$ cat src/rtl/log_mult_seq.sv
`timescale 1ns/1ps
// -----------------------------------------------------------------------------
// log_mult_seq
//
// Purpose:
//   Sequential Mitchell-approximation unsigned multiplier (8x8 -> 16).
//   A single leading-one detector is shared over time:
//     - it looks at operand A in one cycle,
//     - then at operand B in the next cycle.
//   The two logarithms are then added, and the sum is turned back into a
//   product by an antilog shift.
//   Timing, with the accept in cycle T: the product is presented from T+4
//   and is held until the consumer takes it.
//
// Ports:
//   clk        in   rising-edge clock
//   rst        in   synchronous active-high reset
//   in_valid   in   operand pair valid
//   in_ready   out  high only in IDLE
//   a, b       in   unsigned operands (WIDTH bits)
//   out_valid  out  product valid (high in DONE)
//   out_ready  in   consumer accepts product
//   product    out  approximate a*b (2*WIDTH bits), 0 outside DONE
//   busy       out  high in any state other than IDLE
//
// Build option:
//   LOG_MULT_ZERO_BYPASS_EN
//     When defined, a zero operand found by the detector jumps straight to
//     DONE with product 0:
//       - a zero A gives out_valid at T+2,
//       - a zero B gives out_valid at T+3.
//     When undefined, zero operands take the full sequence.
// -----------------------------------------------------------------------------

// Leading-one detector.
//   k : position of the most significant set bit.
//   x : data normalised so that the leading one sits in bit 7; the fraction
//       is x[6:0].
module log_mult_lod (
    input  logic [7:0] i_data,
    output logic       o_zero,
    output logic [2:0] o_k,
    output logic [7:0] o_x
);
    always_comb begin
        o_zero = (i_data == 8'h00);
        o_k    = 3'd0;
        for (int i = 0; i < 8; i++) begin
            if (i_data[i]) begin
                o_k = 3'(i);
            end
        end
        o_x = i_data << (3'd7 - o_k);
    end
endmodule

module log_mult_seq #(
    parameter int WIDTH = 8
) (
    input  logic                 clk,
    input  logic                 rst,
    input  logic                 in_valid,
    output logic                 in_ready,
    input  logic [WIDTH-1:0]     a,
    input  logic [WIDTH-1:0]     b,
    output logic                 out_valid,
    input  logic                 out_ready,
    output logic [2*WIDTH-1:0]   product,
    output logic                 busy
);
    // The shared detector is fixed at 8 bits, so no other width can work.
    if (WIDTH != 8) begin : g_bad_width
        $error("log_mult_seq: WIDTH must be 8");
    end

    typedef enum logic [2:0] {
        IDLE  = 3'd0,
        LOD_A = 3'd1,
        LOD_B = 3'd2,
        ADD   = 3'd3,
        DONE  = 3'd4
    } state_t;

    state_t r_state;
    state_t w_state_next;

    logic [WIDTH-1:0] r_a;
    logic [WIDTH-1:0] r_b;
    logic             r_za;
    logic             r_zb;
    logic [2:0]       r_ka;
    logic [2:0]       r_kb;
    logic [6:0]       r_xa;
    logic [6:0]       r_xb;
    logic [7:0]       r_s;
    logic [3:0]       r_ksum;
    logic             r_zero;

    logic [7:0]       w_lod_in;
    logic             w_lod_zero;
    logic [2:0]       w_lod_k;
    logic [7:0]       w_lod_x;
    logic             w_lod_is_zero;
    logic [7:0]       w_s;
    logic [3:0]       w_ksum;
    logic [15:0]      w_mant;
    logic [3:0]       w_exp;
    logic [15:0]      w_antilog;

    // ------------------------------------------------------------------
    // Shared detector.
    // Its input is steered to the latched operand only in the two
    // detection states; in every other state it sees zero.
    // ------------------------------------------------------------------
    always_comb begin
        w_lod_in = 8'h00;
        case (r_state)
            LOD_A:   w_lod_in = r_a;
            LOD_B:   w_lod_in = r_b;
            default: w_lod_in = 8'h00;
        endcase
    end

    log_mult_lod u_lod (
        .i_data (w_lod_in),
        .o_zero (w_lod_zero),
        .o_k    (w_lod_k),
        .o_x    (w_lod_x)
    );

    // A normalised nonzero value always carries its leading one in bit 7.
    assign w_lod_is_zero = w_lod_zero | ~w_lod_x[7];

    // ------------------------------------------------------------------
    // Log-domain add.
    // Both fractions are 7 bits wide, so their sum fits in 8 bits.
    // Both exponents are at most 7, so their sum fits in 4 bits.
    // ------------------------------------------------------------------
    assign w_s    = {1'b0, r_xa} + {1'b0, r_xb};
    assign w_ksum = {1'b0, r_ka} + {1'b0, r_kb};

    // ------------------------------------------------------------------
    // Antilog.
    // The antilog is value = mant * 2^exp / 128, truncated.
    //   - No carry out of the fraction add: mant = 1.s[6:0], exp = ksum.
    //   - With a carry:                     mant = s,       exp = ksum + 1.
    // The left and right shifts are split on exp relative to 7. This gives
    // exactly the same result as the wide shift-left-then-right form, but no
    // bit is ever computed and then discarded.
    // Largest result: 254 << 8 = 65024.
    // ------------------------------------------------------------------
    always_comb begin
        w_mant = 16'd0;
        w_exp  = 4'd0;
        if (r_s[7]) begin
            w_mant = {8'd0, r_s};
            w_exp  = r_ksum + 4'd1;
        end else begin
            w_mant = {8'd0, 1'b1, r_s[6:0]};
            w_exp  = r_ksum;
        end

        if (w_exp >= 4'd7) begin
            w_antilog = w_mant << (w_exp - 4'd7);
        end else begin
            w_antilog = w_mant >> (4'd7 - w_exp);
        end
    end

    // ------------------------------------------------------------------
    // FSM state register.
    // ------------------------------------------------------------------
    always_ff @(posedge clk) begin
        if (rst) begin
            r_state <= IDLE;
        end else begin
            r_state <= w_state_next;
        end
    end

    // ------------------------------------------------------------------
    // FSM next-state logic.
    // ------------------------------------------------------------------
    always_comb begin
        w_state_next = r_state;
        case (r_state)
            IDLE: begin
                if (in_valid) begin
                    w_state_next = LOD_A;
                end
            end
            LOD_A: begin
`ifdef LOG_MULT_ZERO_BYPASS_EN
                w_state_next = w_lod_is_zero ? DONE : LOD_B;
`else
                w_state_next = LOD_B;
`endif
            end
            LOD_B: begin
`ifdef LOG_MULT_ZERO_BYPASS_EN
                w_state_next = w_lod_is_zero ? DONE : ADD;
`else
                w_state_next = ADD;
`endif
            end
            ADD: begin
                w_state_next = DONE;
            end
            DONE: begin
                if (out_ready) begin
                    w_state_next = IDLE;
                end
            end
            default: begin
                w_state_next = IDLE;
            end
        endcase
    end

    // ------------------------------------------------------------------
    // Datapath registers.
    // Everything is cleared on the way back to IDLE, so that a stale
    // result can never leak into the next operation.
    // ------------------------------------------------------------------
    always_ff @(posedge clk) begin
        if (rst) begin
            r_a    <= '0;
            r_b    <= '0;
            r_za   <= 1'b0;
            r_zb   <= 1'b0;
            r_ka   <= 3'd0;
            r_kb   <= 3'd0;
            r_xa   <= 7'd0;
            r_xb   <= 7'd0;
            r_s    <= 8'd0;
            r_ksum <= 4'd0;
            r_zero <= 1'b0;
        end else begin
            case (r_state)
                IDLE: begin
                    if (in_valid) begin
                        r_a <= a;
                        r_b <= b;
                    end
                end
                LOD_A: begin
                    r_za <= w_lod_is_zero;
                    r_ka <= w_lod_k;
                    r_xa <= w_lod_x[6:0];
`ifdef LOG_MULT_ZERO_BYPASS_EN
                    if (w_lod_is_zero) begin
                        r_zero <= 1'b1;
                    end
`endif
                end
                LOD_B: begin
                    r_zb <= w_lod_is_zero;
                    r_kb <= w_lod_k;
                    r_xb <= w_lod_x[6:0];
`ifdef LOG_MULT_ZERO_BYPASS_EN
                    if (w_lod_is_zero) begin
                        r_zero <= 1'b1;
                    end
`endif
                end
                ADD: begin
                    r_s    <= w_s;
                    r_ksum <= w_ksum;
                    r_zero <= r_za | r_zb;
                end
                DONE: begin
                    if (out_ready) begin
                        r_a    <= '0;
                        r_b    <= '0;
                        r_za   <= 1'b0;
                        r_zb   <= 1'b0;
                        r_ka   <= 3'd0;
                        r_kb   <= 3'd0;
                        r_xa   <= 7'd0;
                        r_xb   <= 7'd0;
                        r_s    <= 8'd0;
                        r_ksum <= 4'd0;
                        r_zero <= 1'b0;
                    end
                end
                default: begin
                    r_zero <= 1'b0;
                end
            endcase
        end
    end

    // ------------------------------------------------------------------
    // Outputs.
    // All outputs are decoded from registered state and registered fields.
    // The product is therefore stable for the whole time DONE is held.
    // ------------------------------------------------------------------
    assign in_ready  = (r_state == IDLE);
    assign busy      = (r_state != IDLE);
    assign out_valid = (r_state == DONE);
    assign product   = (r_state == DONE && !r_zero) ? w_antilog : '0;

endmodule

$ cat config.mk
export PLATFORM = sky130hd
export DESIGN_NAME = log_mult_seq
export DESIGN_NICKNAME = d
export VERILOG_FILES = /design/src/rtl/log_mult_seq.sv
export SDC_FILE = /design/constraint.sdc
export NUM_CORES = 1
export LEC_CHECK = 0
export CORE_MARGIN = 2
export CORE_UTILIZATION = 54
export DETAILED_ROUTE_END_ITERATION = 16
export GPL_TIMING_DRIVEN = 1
export PLACE_DENSITY = 0.85
export SLEW_MARGIN = 30
export SYNTH_ARGS = -nofsm -noshare
export SYNTH_HDL_FRONTEND = slang
export SYNTH_SLANG_ARGS = --single-unit
$ cat constraint.sdc
create_clock -name clk -period 3.73 [get_ports clk]
set_input_delay 0.746 -clock clk [delete_from_list [all_inputs] [get_ports clk]]
set_output_delay 0.746 -clock clk [all_outputs]
set_load 0.03 [all_outputs]
* Yosys cells after proc, flatten, opt, wreduce, memory -nomap -nowiden
Cells that the tools add are included.
** Storage, ports and cells
- Memories :: 0
- Output and inout port bits :: 19
- Bits in writable memories :: 0
- Bits in read-only memories :: 0
- Bits of input ports :: 20
- Register bits :: 54
- Bits in latches :: 0
- Logic and storage cells :: 79
** Cells by class
- Order comparisons :: 1
- Add/sub/neg operators :: 6
- Equality and inequality tests :: 6
- Multiplexer cells :: 31
- Multiply operators :: 0
- Bitwise logic cells :: 4
- Shift-type cells :: 3
- Reductions and logical operators :: 16
- Divide/modulo/power cells :: 0
** Operator list (number)
- one-hot mux 8 bit (2 select lines) :: 4
- two-way mux 16 bit :: 2
- one-hot mux 7 bit (2 select lines) :: 2
- two-way mux 8 bit :: 3
- two-way mux 3 bit :: 6
- << shifter 8 x 4 -> 16 bit :: 1
- right shift 8 x 4 -> 16 bit :: 1
- one-hot mux 3 bit (5 select lines) :: 1
- one-hot mux 3 bit (2 select lines) :: 2
- AND reduction 2 bit :: 5
- adder 7 x 7 -> 8 bit :: 1
- logical NOT 8 bit :: 1
- two-way mux 4 bit :: 2
- one-hot mux 4 bit (2 select lines) :: 1
- nonzero test 2 bit :: 4
- << shifter 8 x 3 -> 8 bit :: 1
- two-way mux 7 bit :: 1
- equality test 3 x 2 -> 1 bit, second input constant :: 2
- adder 3 x 3 -> 4 bit :: 1
- adder 4 x 1 -> 4 bit, second input constant :: 1
- >= comparator 4 x 3 -> 1 bit, second input constant :: 1
- two-way mux 2 bit :: 2
- one-hot mux 1 bit (2 select lines) :: 2
- subtractor 3 x 4 -> 4 bit, first input constant :: 1
- other kinds (16) :: 19

* Logic depth before layout (Yosys ltp)
Gate-level depths: netlist of run 1.
- Depth in word-level cells :: 14
- Gate-level depth with buffers :: 11
- Gate-level depth less buffers :: 10

* Hierarchy
From an unflattened synthesis of run 1, not the netlist that was laid out.
** Second synthesis, totals
- Cell total of the unflattened synthesis :: 456
- Area, all modules :: 3788.6 um2
** By module, submodules not included
- log_mult_seq :: instances 1, seq. area each 1081.0 um2, cells each 397, area each 3420.8 um2
- log_mult_lod :: instances 1, seq. area each 0.0 um2, cells each 59, area each 367.9 um2

* Least setup slack after synthesis of run 1
No wires, ideal clock.
- Kind :: reg2out
- From :: reg r_ksum[0]
- To :: out product[1]
- Slack :: -218 ps
- Cell stages (with the launch flop) :: 9
- Path buffers :: 2
- Required time :: 2984 ps
- Arrival :: 3202 ps
- Path through :: dfxtp_1 ha_1 mux2i_4 inv_1 ha_1 ha_1 clkbuf_1 clkbuf_1 o41ai_1
** On the way
- Cells in the longest elaborated chain, start to end :: 6
- Elaborated cells on any way between the ends :: 9
- Those cells by class :: add/sub: 3; order compare: 1; shift: 2; mux: 3
** Ends and longest elaborated chain
- start, declared :: line 96 : logic [3:0] r_ksum;
- start signal, assigned :: line 268 : r_ksum <= w_ksum;
- adder 4 x 1 -> 4 bit :: line 157 : w_exp = r_ksum + 4'd1;
- two-way mux 4 bit * :: line 155 : if (r_s[7]) begin
- subtractor 3 x 4 -> 4 bit or subtractor 4 x 3 -> 4 bit (tied branches) :: line 166, 164
- right shift 8 x 4 -> 16 bit or << shifter 8 x 4 -> 16 bit (tied branches) :: line 166, 164
- two-way mux 16 bit * :: line 163 : if (w_exp >= 4'd7) begin
- two-way mux 16 bit * :: line 301 : assign product = (r_state == DONE && !r_zero) ? w_antilog : '0;
- end, declared :: line 68 : output logic [2*WIDTH-1:0] product,
Every way passes the cells marked *; elsewhere a longest branch is shown, timed or not.

* Worst setup path in the final report of run 1
- From :: reg r_ksum[0]
- To :: out product[5]
Same word-level chain as after synthesis.

==> summary.md, run 1 <==
| Metric | Value |
|---|---|
| Synth cell types | between 60 and 70 |
| Status | completed |
| GRT overflow | 0 |
| Clk Latency, worst-skew pair | between 300 and 400 ps |
| Final Setup Violations | 0 |
| Number of remaining DRC errors | 0 |
| Largest net degree at the start of global routing | 65 |
| Drt total wl | between 9000 and 10,000 um |
| Tcrit/Tclk final | between 90% and 100% |
| Initial antenna violation count | 0 |
| Fmax | between 200 and 300 MHz |
| Syn Area/Cell | about 8.0 sq um |
| Critical Path Source | r_ksum[0]$_SDFFE_PP0P_ |
| CTS tree | yes |
| Max rail drop VDD | ~0.16 mV |
| Cell Pwr Density | about 270 nW/um^2 |
| Post-synthesis sequential area ratio | between 20% and 30% |
| Cells after Synth | ~470 |
| P_leak | about 0.0017 uW |
| Async set-reset flop share out of synthesis | 0% |
| IO Pins | 39 |
| Clk buf depth | 2 |
| Initial Util | approximately 55% |
| ANT cells | 0 |
| GRT Total Usage | around a quarter |
| Via/cell ratio | approximately 6.4 |
| 1st-iter DRT viols | between 200 and 250 |
| Worst R2R Start | r_state[0]$_SDFFE_PP0P_ |
| Area growth syn-to-layout | 16.36% |
| Via count | about 3,700 |
| Core area | a little under 7000 sq um |
| Clock Skew | 15.14 ps |
| Syn Nets | between 500 and 600 |
| Clock sinks | 54 |
| Setup TNS | 0 ps |
| Die ar. | between 7000 and 8000 sq um |
| Slew margin rel. | between 40 and 50% |
| Worst-path clk slew | 100 ps |
| WP data arrival | 2810 ps |
| Yosys reg bits | between 50 and 60 |
| Post-DRT Antenna Nets | 0 |
| Commonest non-fill, non-tap cell in the layout | nor2_1 |
| Hold_sp | r_zb$_SDFFE_PP0P_ |
| Reg2Reg Setup Slack | 1080 ps |
| Final Util | between 60% and 70% |
| Die Y | roughly 87 um |
| Cell area after synthesis | ~3700 sq um |
| Post-CTS setup buffer count | 0 |
| Crit path time final | roughly 3600 ps |
| Die Wd | between 80 and 90 um |
| Slew @ Worst Pin | around 850 ps |
| Vias in the first global route | between 3,000 and 4,000 |
| Worst min path class | reg -> reg |
| Critical path peak fanout | 13 |
| Share of post-route cells with drive strength above 1 | about an eighth |
| Global-route wire length before repair | 16,420 um |
| Port buffer count | 38 |
| Synth warn | 0 |
| Ys flop type | dfxtp_1 |
| Startpoint Class | flip-flop |
| DR pass1 iterations | 5 |
| Number of buffers created by CTS | 5 |
| GPL Wtd Cong | ~0.96 |
| Final hold vios | 0 |
| Worst Hold Margin | 456.4 ps |
| Req. time, crit path | between 2000 and 3000 ps |
| Final net count | 540 |
| Final slew viol count | 0 |
| Max-cap viol count | 0 |
| RSZ-0062 raised after global routing | no |
| Commonest non-fill, non-tap cells in the layout | nor2_1 (64), dfxtp_1 (54), nand2_1 (33) |
| Type of the worst setup path | reg -> out |
| Avg WL per Cell | roughly 17 um |
| Crit path capture type | output port |
| Fill cells | roughly 600 |
| Rows | 30 |
| Post-synth EDFFs | 0 |
| Total number of H-tree levels | 2 |
| Root cell of the clock tree | clkbuf_8 |
| Final HPWL from detailed placement | 7403 um |
critical path: stages, from the launching register on:
cell	delay, ps
dfxtp_1	320
ha_1	320
mux2i_4	150
inv_1	100
ha_4	300
buf_6	150
mux4_2	330
mux2_2	290
a32oi_1	150
nor2_1	50
dlygate4sd2_1	350
synth_stat cells, drive strengths merged, types with 4 or more instances:
| cell | n | area share [%] |
|---|---|---|
| nand2 | 33 | 3.3 |
| mux4 | 4 | 2.5 |
| nand3b | 15 | 3.0 |
| o22ai | 5 | 0.83 |
| ha | 14 | 4.7 |
| nor2b | 8 | 1.3 |
| a21oi | 31 | 4.2 |
| nand4 | 5 | 0.83 |
| o21ai | 19 | 2.5 |
| or2 | 4 | 0.67 |
| mux2i | 12 | 3.5 |
| nand2b | 5 | 0.83 |
| or3 | 5 | 0.83 |
| a21o | 9 | 1.8 |
| nor2 | 64 | 6.4 |
| inv | 13 | 1.3 |
| buf | 6 | 1.0 |
| dfxtp | 54 | 29 |
| a22oi | 25 | 5.0 |
| nor3b | 5 | 1.0 |
| o211ai | 4 | 0.80 |
| nor3 | 14 | 1.9 |
| a31oi | 8 | 1.3 |
| xnor2 | 4 | 1.1 |
| clkbuf | 29 | 2.9 |
| mux2 | 4 | 1.2 |
| a32oi | 8 | 2.1 |
| nand3 | 13 | 1.7 |
state kept, by name (all words and copies together), names as in the netlist:
register,flops
r_za,1
r_state,3
r_zero,1
r_ka,3
r_kb,3
r_b,8
r_ksum,4
r_s,8
r_xb,7
r_a,8
r_xa,7
r_zb,1
stage by stage:
stage,total power [uW],instance area [sq um],setup slack [ps],cells
after floorplan,786.9,3765,55.29,471
after global placement,851.1,4250,226.5,577
after detailed placement,857.3,4250,174.0,577
after CTS,1187,4340,65.70,585
after global routing,1235,4360,23.59,585
final,1188,4360,176.0,585
per-layer routing:
metal  global-route usage, %  part of all wire [%]
met5                       0                     0
met4                   8.252                   2.3
met3                   4.076                   5.6
met2                   45.32                    49
met1                   34.43                    43
logic make-up after synthesis:
kind of cell,after synthesis,share of synthesized area (%)
adders and majority gates,16,5.743
AOI/OAI and AO/OA,140,25.71
buffers and inverters,48,5.242
and+or+nand+nor,187,25.11
muxes,20,7.245
DFF,54,28.85
xor gates and xnor gates,6,2.104
path summary, 6_finish.rpt:
kind	to	cells after the start
worst max-delay path	product[5]	10
worst min-delay path	r_zb$_SDFFE_PP0P_	2
worst max register to register	r_xb[2]$_SDFFE_PP0P_	7
worst min register to register	r_zb$_SDFFE_PP0P_	2
layout make-up:
| class | count | area (sq um) | area share, % |
|---|---|---|---|
| Multi-Input combinational cell | 369 | 2505 | 57.45 |
| Sequential cell | 54 | 1081 | 24.79 |
| Timing Repair Buffer | 61 | 530.5 | 12.17 |
| Tap cell | 80 | 100.1 | 2.296 |
| Clock buffer | 6 | 82.58 | 1.894 |
| Inverter | 13 | 48.80 | 1.119 |
| Clock inverter | 2 | 12.51 | 0.2869 |
where the power goes:
group	switching, uW	leakage [uW]	internal, uW
Sequential	17.8	0.000439	600
Clock	189	0.0000472	150
Combinational	138	0.00123	92.9
Total	345	0.00171	843
repair_timing:
action / in CTS / in global routing
hold buffers: 0 / 0
setup endpoints to repair: 9 / 6
gates resized for setup: 9 / 6
(Power assumes the default switching activity.)
==> run 2: changes to the inputs <==
--- a/config.mk
+++ b/config.mk
@@ -5,6 +5,7 @@
 export SDC_FILE = /design/constraint.sdc
 export NUM_CORES = 1
 export LEC_CHECK = 0
+export CAP_MARGIN = 40
 export CORE_MARGIN = 2
 export CORE_UTILIZATION = 54
 export DETAILED_ROUTE_END_ITERATION = 16
==> run 2 against run 1 <==
  * First-iteration DRC count fell by 8.7%
  * Non-clock buffer count rose by 2
  * Maximum frequency rose by 0.26%
  * Die area did not move
  * Clock power barely moved
  * Combinational power rose by 2%
  * Worst setup slack improved by 9.4 ps
  * Design area rose by 0.17%
  * Core utilization rose by 0.11 points
  * Register-to-register slack got worse by 40 ps
  * Total power rose by 0.42%
  * Routed wire length rose by 0.27%
  * Highest routed layer unchanged
==> summary.md, run 2 (synthesized netlist as in run 1, its figures left out) <==
| Metric | Value |
|---|---|
| Post-DRT Antenna Nets | 0 |
| Crit path capture type | output port |
| Share of post-route cells with drive strength above 1 | a little over an eighth |
| Post-Layout Inst Area | 4368 sq um |
| Via count | ~3,700 |
| Post-Place Setup Slack | about 180 ps |
| WP data arrival | 2800 ps |
| Final slew viol count | 0 |
| Die Y | slightly below 90 um |
| 1st-iter DRT viols | around 190 |
| Storage cell area | 1081 sq um |
| Drt total wl | 9742 um |
| Clock sinks | 54 |
| IO Pins | 39 |
| GRT Total Usage | a little over a quarter |
| Startpoint Class | flip-flop |
| GRT overflow | 0 |
| Die ar. | about 7600 sq um |
| Core area | 6756 sq um |
| Die Wd | roughly 87 um |
| Final Setup Violations | 0 |
| Slew margin rel. | a little under three fifths |
| P_leak | approximately 0.0017 uW |
| Initial Util | between 50% and 60% |
| ANT cells | 0 |
| Number of remaining DRC errors | 0 |
| Avg WL per Cell | approximately 17 um |
| Slew @ Worst Pin | roughly 660 ps |
| Critical path peak fanout | 13 |
| Via/cell ratio | approximately 6.3 |
| Port buffer count | 38 |
| Clock Skew | roughly 12 ps |
| DR pass1 iterations | 5 |
| Fmax | ~280 MHz |
| Fill cells | ~600 |
| Worst min path class | reg -> reg |
| Final hold vios | 0 |
| Max-cap viol count | 0 |
| Vias in the first global route | approximately 3,600 |
| Setup TNS | 0 ps |
| Worst-path cell with the longest stage delay | ha_2 |
| Status | completed |
| Pwr Total | 1193 uW |
| Crit path time final | 3545 ps |
| Final net count | between 500 and 600 |
| Rows | 30 |
| Type of the worst setup path | reg -> out |
| Max rail drop VDD | between 0.2 and 0.25 mV |
| CP Cell Sequence | ha_1 > mux2i_4 > inv_1 > ha_2 > buf_6 > mux4_2 > mux2_2 > o2bb2ai_1 > dlygate4sd2_1 |
| Total number of H-tree levels | 2 |
| Cell Pwr Density | approximately 270 nW/um^2 |
| Commonest non-fill, non-tap cell in the layout | nor2_1 |
| Final HPWL from detailed placement | between 7000 and 8000 um |
| Top Registers | r_a (8), r_b (8), r_s (8) |
| Root cell of the clock tree | clkbuf_8 |
| Clk buf depth | 2 |
| Area growth syn-to-layout | 16.56% |
| Global-route wire length before repair | ~17,000 um |
| Clk Latency, worst-skew pair | roughly 310 ps |
| Tcrit/Tclk final | a little over nine tenths |
| Commonest non-fill, non-tap cells in the layout | nor2_1 (64), dfxtp_1 (54), nand2_1 (33) |
| Area of the multi-input gates | approximately 2500 sq um |
| RSZ-0062 raised after global routing | no |
| Crit path largest cell delay | approximately 370 ps |
| Largest net degree at the start of global routing | between 40 and 50 |
| Req. time, crit path | ~3000 ps |
| Worst-path clk slew | approximately 100 ps |
| Hold buffers post-CTS | 0 |
| Cell Area, Placed | 4270 sq um |
| GPL Wtd Cong | slightly below 1 |
| CTS tree | yes |
| Number of buffers created by CTS | 5 |
| Initial antenna violation count | 0 |
| Final setup margin | ~190 ps |
## run 2: cell count changes in the layout (fill, tap and decap cells not counted), sizes merged
cell / change
dlygate4sd2: -2
clkbuf: +3
buf: +1
## run 2: layer usage
metal | GRT usage (%) | share of wire, %
met2 | 45.32 | 49
met3 | 3.223 | 5.6
met4 | 10.07 | 2.0
met5 | 0 | 0
met1 | 35.64 | 43
## run 2: stage by stage
stage               instances  hold WS (ps)  util, %
floorplan                 471         428.3        -
global placement          577         439.1    62.91
detailed placement        578         443.6    63.20
CTS                       586         456.1    64.54
global route              587         479.4    64.65
finish                    587         453.6    64.65
## run 2: path summary, 6_finish.rpt
path,slack (ps),depth (start not counted),end,startpoint
setup / recovery,190,9,product[13],r_ksum[0]$_SDFFE_PP0P_
hold / removal,450,2,r_zb$_SDFFE_PP0P_,r_zb$_SDFFE_PP0P_
setup reg to reg,1040,7,r_xb[2]$_SDFFE_PP0P_,r_state[0]$_SDFFE_PP0P_
hold reg to reg,450,2,r_zb$_SDFFE_PP0P_,r_zb$_SDFFE_PP0P_
## run 2: what timing repair did
action,4_1_cts,5_1_grt
pin swaps,0,0
setup endpoints to repair,9,7
cloned,0,0
setup buffers,0,0
gates resized for setup,9,10
## run 2: critical path, delay by kind of cell (launching register included)
family,cells,cell delay (ps)
muxes,3,760
adders and majority gates,2,690
buffers and inverters,3,600
DFF,1,320
AOI/OAI and AO/OA,1,120
## run 2: power breakdown
part	leakage (uW)	internal, uW	switching, uW
Clock	0.0000472	150	190
Combinational	0.00123	95.6	139
Sequential	0.000439	600	18.0
Total	0.00172	846	347
## run 2: layout make-up
| type | instances | area share (%) |
|---|---|---|
| clock inverters | 2 | 0.2865 |
| well taps | 80 | 2.292 |
| clock buffers | 6 | 1.891 |
| multi-input cells | 369 | 57.12 |
| repair buffers | 63 | 12.55 |
| flip-flops and latches | 54 | 24.75 |
| inverters | 13 | 1.117 |
